`config.mk`:
```
export PLATFORM = sky130hd
export DESIGN_NAME = exe_flag_stage_flat
export DESIGN_NICKNAME = d
export VERILOG_FILES = /design/src/rtl/exe_flag_stage_if.sv /design/src/rtl/exe_flag_stage.sv /design/src/flat_wrapper.sv
export SDC_FILE = /design/constraint.sdc
export NUM_CORES = 1
export LEC_CHECK = 0
export CORE_MARGIN = 5
export CORE_UTILIZATION = 40
export CTS_BUF_LIST = sky130_fd_sc_hd__clkbuf_4 sky130_fd_sc_hd__clkbuf_8
export DETAILED_ROUTE_END_ITERATION = 16
export GPL_TIMING_DRIVEN = 0
export PLACE_DENSITY_LB_ADDON = 0.08
export SETUP_SLACK_MARGIN = 0.05
export SLEW_MARGIN = 25
export SYNTH_ARGS = -nofsm -noshare
export SYNTH_HDL_FRONTEND = slang
export SYNTH_SLANG_ARGS = --single-unit
```
`constraint.sdc`:
```
create_clock -name clk -period 2.2 [get_ports clk]
set_input_delay 0.66 -clock clk [delete_from_list [all_inputs] [get_ports clk]]
set_output_delay 0.66 -clock clk [all_outputs]
set_load 0.005 [all_outputs]
```
`src/rtl/exe_flag_stage_if.sv`:
```
// ALU-to-writeback handshake bundle for the execute flag stage.
// master drives the ALU-side inputs and the writeback ready; slave is the stage itself.
interface exe_flag_stage_if #(
    parameter int N = 32
);
    logic         in_valid;
    logic         in_ready;
    logic [N-1:0] alu_y;
    logic         alu_cb;
    logic         alu_op;
    logic         a_msb;
    logic         b_msb;
    logic         set_flags;
    logic [3:0]   cond;
    logic         flush;
    logic         out_valid;
    logic         out_ready;
    logic [N-1:0] out_y;
    logic         out_wr_en;
    logic [3:0]   flags;

    modport master (
        output in_valid, alu_y, alu_cb, alu_op, a_msb, b_msb, set_flags, cond, flush, out_ready,
        input  in_ready, out_valid, out_y, out_wr_en, flags
    );

    modport slave (
        input  in_valid, alu_y, alu_cb, alu_op, a_msb, b_msb, set_flags, cond, flush, out_ready,
        output in_ready, out_valid, out_y, out_wr_en, flags
    );
endinterface

```
`src/rtl/exe_flag_stage.sv`:
```
// Execute-stage output register: captures the ALU result, evaluates the ARM condition against NZCV,
// updates NZCV on S. Optional performance counters are enabled with `define EXE_PERF_CNT_EN.
module exe_flag_stage #(
    parameter int N = 32
) (
    input  logic            clk,
    input  logic            rst_n,
    exe_flag_stage_if.slave bus
`ifdef EXE_PERF_CNT_EN
    ,
    output logic [31:0]     cnt_exec,
    output logic [31:0]     cnt_skip
`endif
);

    logic         valid_q, valid_d;
    logic [N-1:0] y_q, y_d;
    logic         wr_en_q, wr_en_d;
    logic [3:0]   flags_q, flags_d;

    logic       accept;
    logic       cond_pass;
    logic [3:0] nzcv_new;
    logic       fn, fz, fc, fv;
    logic       ym;

    assign bus.in_ready = !valid_q || bus.out_ready;
    assign accept       = bus.in_valid && bus.in_ready && !bus.flush;

    assign {fn, fz, fc, fv} = flags_q;
    assign ym               = bus.alu_y[N-1];

    // Condition is judged against the flags as they stand before this instruction writes them.
    always_comb begin
        case (bus.cond)
            4'b0000: cond_pass = fz;
            4'b0001: cond_pass = !fz;
            4'b0010: cond_pass = fc;
            4'b0011: cond_pass = !fc;
            4'b0100: cond_pass = fn;
            4'b0101: cond_pass = !fn;
            4'b0110: cond_pass = fv;
            4'b0111: cond_pass = !fv;
            4'b1000: cond_pass = fc && !fz;
            4'b1001: cond_pass = !fc || fz;
            4'b1010: cond_pass = (fn == fv);
            4'b1011: cond_pass = (fn != fv);
            4'b1100: cond_pass = !fz && (fn == fv);
            4'b1101: cond_pass = fz || (fn != fv);
            4'b1110: cond_pass = 1'b1;
            default: cond_pass = 1'b0;
        endcase
    end

    // ARM carry on subtract is the inverse of the ALU borrow.
    assign nzcv_new[3] = ym;
    assign nzcv_new[2] = (bus.alu_y == '0);
    assign nzcv_new[1] = bus.alu_op ? ~bus.alu_cb : bus.alu_cb;
    assign nzcv_new[0] = bus.alu_op ? ((bus.a_msb != bus.b_msb) && (ym != bus.a_msb))
                                    : ((bus.a_msb == bus.b_msb) && (ym != bus.a_msb));

    // NOTE: every next-state signal gets its hold value first so no path leaves it unassigned (no latch).
    always_comb begin
        valid_d = valid_q;
        y_d     = y_q;
        wr_en_d = wr_en_q;
        flags_d = flags_q;
        if (bus.flush) begin
            valid_d = 1'b0;
        end else if (accept) begin
            valid_d = 1'b1;
            y_d     = bus.alu_y;
            wr_en_d = cond_pass;
            if (bus.set_flags && cond_pass) begin
                flags_d = nzcv_new;
            end
        end else if (valid_q && bus.out_ready) begin
            valid_d = 1'b0;
        end
    end

    // NOTE: state registers use non-blocking assignments so every flop samples pre-edge values.
    always_ff @(posedge clk or negedge rst_n) begin
        if (!rst_n) begin
            valid_q <= 1'b0;
            y_q     <= '0;
            wr_en_q <= 1'b0;
            flags_q <= 4'b0000;
        end else begin
            valid_q <= valid_d;
            y_q     <= y_d;
            wr_en_q <= wr_en_d;
            flags_q <= flags_d;
        end
    end

    assign bus.out_valid = valid_q;
    assign bus.out_y     = y_q;
    assign bus.out_wr_en = wr_en_q;
    assign bus.flags     = flags_q;

`ifdef EXE_PERF_CNT_EN
    logic [31:0] exec_q, exec_d;
    logic [31:0] skip_q, skip_d;

    // Only accepted entries are counted; flushed ones never reach accept.
    always_comb begin
        exec_d = exec_q;
        skip_d = skip_q;
        if (accept) begin
            if (cond_pass) exec_d = exec_q + 32'd1;
            else           skip_d = skip_q + 32'd1;
        end
    end

    always_ff @(posedge clk or negedge rst_n) begin
        if (!rst_n) begin
            exec_q <= '0;
            skip_q <= '0;
        end else begin
            exec_q <= exec_d;
            skip_q <= skip_d;
        end
    end

    assign cnt_exec = exec_q;
    assign cnt_skip = skip_q;
`endif

endmodule
```
`src/flat_wrapper.sv`:
```
// flat-port wrapper written by rule: the top's interface ports become plain ports
module exe_flag_stage_flat 
#(
    parameter int N = 32
)
  (clk, rst_n, bus_in_valid, bus_alu_y, bus_alu_cb, bus_alu_op, bus_a_msb, bus_b_msb, bus_set_flags, bus_cond, bus_flush, bus_out_ready, bus_in_ready, bus_out_valid, bus_out_y, bus_out_wr_en, bus_flags);
  exe_flag_stage_if #(.N(N)) bus_i ();
  input  logic clk;
  input  logic rst_n;
  input wire logic [$bits(bus_i.in_valid)-1:0] bus_in_valid;
  input wire logic [$bits(bus_i.alu_y)-1:0] bus_alu_y;
  input wire logic [$bits(bus_i.alu_cb)-1:0] bus_alu_cb;
  input wire logic [$bits(bus_i.alu_op)-1:0] bus_alu_op;
  input wire logic [$bits(bus_i.a_msb)-1:0] bus_a_msb;
  input wire logic [$bits(bus_i.b_msb)-1:0] bus_b_msb;
  input wire logic [$bits(bus_i.set_flags)-1:0] bus_set_flags;
  input wire logic [$bits(bus_i.cond)-1:0] bus_cond;
  input wire logic [$bits(bus_i.flush)-1:0] bus_flush;
  input wire logic [$bits(bus_i.out_ready)-1:0] bus_out_ready;
  output wire logic [$bits(bus_i.in_ready)-1:0] bus_in_ready;
  output wire logic [$bits(bus_i.out_valid)-1:0] bus_out_valid;
  output wire logic [$bits(bus_i.out_y)-1:0] bus_out_y;
  output wire logic [$bits(bus_i.out_wr_en)-1:0] bus_out_wr_en;
  output wire logic [$bits(bus_i.flags)-1:0] bus_flags;
  assign bus_i.in_valid = bus_in_valid;
  assign bus_i.alu_y = bus_alu_y;
  assign bus_i.alu_cb = bus_alu_cb;
  assign bus_i.alu_op = bus_alu_op;
  assign bus_i.a_msb = bus_a_msb;
  assign bus_i.b_msb = bus_b_msb;
  assign bus_i.set_flags = bus_set_flags;
  assign bus_i.cond = bus_cond;
  assign bus_i.flush = bus_flush;
  assign bus_i.out_ready = bus_out_ready;
  assign bus_in_ready = bus_i.in_ready;
  assign bus_out_valid = bus_i.out_valid;
  assign bus_out_y = bus_i.out_y;
  assign bus_out_wr_en = bus_i.out_wr_en;
  assign bus_flags = bus_i.flags;
  exe_flag_stage #(.N(N)) u_core (.clk(clk), .rst_n(rst_n), .bus(bus_i));
endmodule
```
==> results of run 1 <==
state kept, by name (all words and copies together) (netlist names):
register              cells
u_core.bus.out_wr_en      1
u_core.bus.out_y         32
u_core.bus.flags          4
u_core.bus.out_valid      1
logic make-up after synthesis:
kind of cell	Yosys count
AO/OA/AOI/OAI	15
buffers and inverters	7
multiplexers	37
AND/OR/NAND/NOR	36
flip-flops	38
XOR/XNOR	4
final cells by class:
class / count / area [um2]
Tap cell: 52 / 65.06
Buffer: 4 / 26.28
Clock buffer: 7 / 90.09
Multi-Input combinational cell: 92 / 829.5
Sequential cell: 38 / 950.9
Fill cell: 335 / 1516
Inverter: 2 / 7.507
Timing Repair Buffer: 87 / 863.3
Clock inverter: 1 / 5.005
final timing paths:
check / slack [ns] / start / endpoint
max reg2reg: 0.31 / u_core.bus.flags[3] / u_core.bus.flags[3]
max: 0.09 / bus_out_ready / u_core.bus.flags[3]
min: 0.25 / rst_n / u_core.bus.out_valid
min reg2reg: 0.48 / u_core.bus.out_wr_en / u_core.bus.out_wr_en
max in group asynchronous: 1.52 / rst_n / u_core.bus.out_y[31]
min in group clk: 0.48 / u_core.bus.out_wr_en / u_core.bus.out_wr_en
power by group through the flow:
stage               Combinational (mW)  Sequential, mW  Clock (mW)
floorplan                        0.266           0.945           0
global placement                 0.689           0.938           0
detailed placement               0.712           0.952           0
CTS                              0.718           0.940       0.506
global route                     0.765           0.957       0.529
finish                           0.713           0.941       0.487
layout by cell type (no fill, tap or decap), types with 3 or more instances in the layout:
cell type | Yosys | final
mux2_2 | 32 | 32
nand2_1 | 5 | 5
nor4_1 | 8 | 8
o21ai_0 | 4 | 4
clkbuf_8 | 0 | 6
dfrtp_1 | 38 | 38
clkdlybuf4s50_1 | 0 | 78
nor2_1 | 5 | 5
buf_2 | 1 | 3
buf_4 | 1 | 3
mux2_4 | 2 | 3
per-layer routing:
layer | vias to the layer above | global-route usage
met5 | - | 0
met4 | 0 | 0.03780
met3 | 5 | 0.06440
met2 | 42 | 0.3031
met1 | 734 | 0.1667
li1 | 695 | -
worst register-to-register path, delay by kind of cell, from the launching register on:
kind             cells  cell delay [ns]
AO/OA/AOI/OAI        2             0.58
flip-flops           1             0.48
multiplexers         1             0.35
AND/OR/NAND/NOR      2             0.36
through the flow:
stage          hold slack (ns)  utilization
2_1_floorplan           0.3644            -
3_5_place_dp            0.4764       0.6221
3_3_place_gp            0.4653       0.6187
4_1_cts                 0.2490       0.6491
6_report                0.2485       0.6517
5_1_grt                 0.2667       0.6517
repair_timing:
item / in CTS / in global routing
setup buffers: 2 / 1
setup endpoints to repair: 33 / 18
hold buffers: 0 / 0
pin swaps: 2 / 1
resized for setup: 10 / 6
==> impl_results.md, run 1 <==
* Status: finished clean
* Simple logic cell fraction of the synthesized area at 0.1204
* Placed Cells at 273
* Top-count cell post-synth: dfrtp_1
* CTS Buf Count at 5
* ANT cells at 0
* Post-DP Area at 0.002709 mm2
* Setup violators final at 0
* Sequential-to-total area share from yosys stat at 0.5289
* Post-synthesis adder-cell area fraction at 0
* Syn-to-layout area delta at 57.83%
* CTS Root Cell: clkbuf_8
* CP Launch Type: input port
* Worst slew pin tran at 0.3612 ns
* Synth top area share at 0.5289
* # clock sinks at 38
* DRC Markers at 0
* Largest net degree at the start of global routing at 29
* Max-slew headroom at 0.7570
* Final slew viol count at 0
* Asr flop ratio synth at 1.000
* Post-Syn Area at 0.001798 mm2
* Final min period at 2.112 ns
* Clock Latency Late Sink at 0.28 ns
* Worst Setup End Kind: register
* Die area at just under 0.006 mm2
* Maximum VDD drop at between 0.0005 and 0.0006 V
* CP Cell Sequence: clkdlybuf4s50_1 > nand2b_4 > nand3b_1 > or2_4 > a31oi_4 > mux2_1
* Total Power at 2.140 mW
* Clock power share at 0.227
* DP HPWL at 3890 um
* CTS H-tree depth at 2
* Switching pwr at 0.5604 mW
* Sw frac at 0.2618
* Vias/cell at 5.216
* IO Port Bufs at 83
* RSZ-0062 raised after global routing: false
* Detail Route Antenna Nets at 0
* Flop and latch count out of synthesis at 38
* Pre-CTS WS at -0.5495 ns
* Post-synth EDFFs at 0
* Overflow after GRT at 0
* Initial antenna violation count at 0
* Data arrival, critical path at 2.27 ns
* CP Data Required Time at between 2 and 2.5 ns
* Met2 wire len at between 2000 and 3000 um
* Distinct cells, synth at 38
* Synth top area cells: dfrtp_1 (53%), mux2_2 (20%), nor4_1 (2.8%)
* Sequential share of power at 0.440
* Fin area at 0.002838 mm2
* Gate power share at 0.333
* Internal at 1.580 mW
* Die Wd at 77.05 um
* Setup TNS after final layout at 0 ns
* Tightest Hold Check Type: in -> async
* Leak at 1.153 nW
* Wire length on met3 at 365 um
* DR pass1 iterations at 2
* Synth Instances at roughly 140
* Initial Util at 0.4129
* Most frequent cells after synthesis: dfrtp_1 (38), mux2_2 (32), nor4_1 (8), nand2_1 (5), nor2_1 (5)
* R2R depth at 5
* Synth area leader: dfrtp_1
* Floorplan row count at 24
* CP Max Fanout at 4
* Total Routing Usage GR at 0.1617
* Final nets at 276
* WS Path Type: in -> reg
* Fin crit share at 0.9600
* First-pass GRT wire length at 7707 um
* Pwr Density at between 700 and 800 mW/mm2
* Clk_skew at ~0.0014 ns
* Critical path depth in cells at 6
* Worst Path Buf+Inv at 1
* Vias in the first global route at 1,612
* Endpoints failing hold at 0
* Final GP Congestion at 0.8341
* Max-Cap Viols at 0
* Core Box Area at 0.004354 mm2
* Routed wire length at 4771 um
* Synth Area in Compound Gates at 0.07864
* Die height at ~77 um
* Via count at 1,476
* WL met1 at around 1800 um
* Highest routed metal layer: met4
* I/O pin count at 85
* Maximum buffer depth of the clock tree at 2
* Worst-path clk slew at 0.07 ns
* Mux cell area share after synthesis at 0.2352
* Yosys warnings at 0
* CTS tree: yes
* Ratio of cells with drive above 1 in the final layout at 0.2641
* Max Freq at 473.5 MHz
* Slowest-stage cell, CP: clkdlybuf4s50_1
* Setup WS post-layout at 0.08809 ns
* Syn_area_per_cell at 13.12 um2
* Largest family of logic cells by synthesized area: multiplexers
* Mapped Nets at 183
* Top_reg_cell synth: dfrtp_1
* Worst path max stage delay at 0.46 ns
* Post-Synth XOR/XNOR Area at 0.01949
* Top delay family on crit path: simple AND/OR/NAND/NOR gates
* DR iter-0 viols at 30
* Final Non-Filler Cells at ~280
* Wire per inst at approximately 17 um
Power figures use the tool's default switching activity.
==> run 2, diff against run 1 <==
Settings changed: CORE_UTILIZATION 40 to 42.
==> run 2 against run 1 <==
  * Non-clock buffer count unchanged
  * First-iteration DRC count rose by 37%
  * Clock-buffer cell count is 1 lower
  * Sequential power about the same
  * Combinational power increased by 4.1%
  * Global-route usage up 2.0 points
  * Critical path depth is the same
==> impl_results.md, run 2 (synthesis gave the netlist of run 1 again) <==
* I/O pin count at 85
* Detail Route Antenna Nets at 0
* Clk_skew at 0.001905 ns
* Ratio of cells with drive above 1 in the final layout at 0.2727
* Switching pwr at 0.6017 mW
* Maximum buffer depth of the clock tree at 2
* RSZ-0062 raised after global routing: true
* Die height at between 70 and 80 um
* Worst-path clk slew at roughly 0.070 ns
* CP Launch Type: input port
* Gate power share at 0.340
* Leak at 1.158 nW
* CTS Hold Bufs at 0
* DRC Markers at 0
* Max-Cap Viols at 0
* Internal at 1.582 mW
* Maximum VDD drop at 0.0005314 V
* Routed wire length at 4854 um
* Die area at 0.005690 mm2
* CP Data Required Time at 2.37 ns
* Vias in the first global route at 1,625
* Largest register FFs at 32
* Setup violators final at 0
* CTS H-tree depth at 2
* First-pass GRT wire length at 7707 um
* Clock Latency Late Sink at 0.28 ns
* DR iter-0 viols at 41
* CTS tree: yes
* Worst Setup End Kind: register
* Overflow after GRT at 0
* DR pass1 iterations at 4
* Largest net degree at the start of global routing at 21
* IO Port Bufs at 83
* Initial Util at 0.4400
* Pwr Density at 765.5 mW/mm2
* Via count at 1,478
* Total Routing Usage GR at 0.1819
* CTS Buf Count at 5
* ANT cells at 0
* Worst slew pin tran at 0.4810 ns
* Fin crit share at 0.9524
* Total Power at between 2 and 2.5 mW
* Clock power share at 0.228
* DP HPWL at 3713 um
* Status: finished clean
* Final min period at ~2.1 ns
* CTS Root Cell: clkbuf_8
* Vias/cell at ~5.3
* Tightest Hold Check Type: in -> async
* Initial antenna violation count at 0
* # clock sinks at 38
* Data arrival, critical path at 2.27 ns
* Sequential share of power at 0.432
* Final GP Congestion at 0.8969
* Max-slew headroom at 0.6794
* Wire per inst at 17.27 um
* Fin area at 0.002853 mm2
* Sw frac at 0.2756
* Final nets at between 200 and 300
* Floorplan row count at 23
* Endpoints failing hold at 0
* Core Box Area at 0.004086 mm2
* Commonest non-fill, non-tap cell in the layout: clkdlybuf4s50_1
* Final slew viol count at 0
* WS Path Type: in -> reg
* Die Wd at 75.43 um
* CP Max Fanout at 8
* Syn-to-layout area delta at 58.66%
* Most frequent cells in the layout: clkdlybuf4s50_1 (78), dfrtp_1 (38), mux2_2 (32)
* Max Freq at 477.3 MHz
* Reg2reg setup slack at between 0.2 and 0.25 ns
* Post-DP Area at ~0.0027 mm2
## run 2: cell count changes in the layout (fill, tap and decap cells not counted), sizes merged
cell,delta
clkbuf,+2
buf,-2
clkinvlp,+1
clkdlybuf4s15,-2
dlygate4sd2,+1
## run 2: worst paths after layout
check / from / end / cells after the start
max in group asynchronous: rst_n / u_core.bus.out_y[14] / 2
worst max register to register: u_core.bus.flags[3] / u_core.bus.flags[3] / 5
min in group clk: u_core.bus.out_wr_en / u_core.bus.out_wr_en / 1
worst max-delay path: bus_cond[3] / u_core.bus.flags[3] / 6
worst min register to register: u_core.bus.out_wr_en / u_core.bus.out_wr_en / 1
worst min-delay path: rst_n / u_core.bus.out_valid / 1
## run 2: cell type report
class | instances | area (um2)
flip-flops and latches | 38 | 950.9
inverters | 2 | 7.507
clock inverters | 2 | 12.51
repair buffers | 86 | 855.8
fillers | 323 | 1234
well taps | 50 | 62.56
plain buffers | 5 | 31.28
multi-input cells | 92 | 849.6
clock buffers | 6 | 82.58
## run 2: repair_timing
action                                  CTS  global route
endpoints found under the setup margin   33            23
gates cloned                              0             0
buffers inserted                          2             0
pin swaps                                 2             1
gates resized for setup                   7            15
## run 2: layer usage
| metal | global-route usage | wire [um] | vias to the layer above | share of wire |
|---|---|---|---|---|
| met4 | 0.05437 | 84 | 0 | 0.017 |
| met5 | 0 | 0 | - | 0 |
| li1 | - | - | 695 | - |
| met3 | 0.07124 | 403 | 8 | 0.083 |
| met1 | 0.1995 | 1737 | 723 | 0.36 |
| met2 | 0.3241 | 2628 | 52 | 0.54 |
## run 2: critical path, stage by stage
cell and delay (ns):
dlygate4sd2_1 0.41, and2_4 0.24, o32ai_4 0.10, o311ai_4 0.34
a31oi_4 0.19, mux2_4 0.33
## run 2: metrics by stage
step	TNS [ns]	setup slack (ns)	hold slack (ns)	cells	utilization
after floorplan	0	0.1351	0.3644	137	-
after global placement	-26.41	-0.5236	0.4639	270	0.6586
after detailed placement	-11.56	-0.5525	0.4684	271	0.6641
after CTS	0	0.06233	0.3234	281	0.6947
after global routing	0	0.03065	0.3509	281	0.6981
final	0	0.1047	0.3244	281	0.6981
## run 2: power by group through the flow
stage	Clock [mW]	Combinational, mW	Sequential, mW
2_1_floorplan	0	0.266	0.945
5_1_grt	0.539	0.801	0.965
4_1_cts	0.515	0.732	0.935
3_3_place_gp	0	0.689	0.938
3_5_place_dp	0	0.711	0.947
6_report	0.498	0.742	0.944
==> run 3, diff against run 2 <==
Settings changed: CTS_CLUSTER_SIZE set to 24.
==> results of run 3 <==
The final DEF is identical to that of run 2; final timing and power are the same.
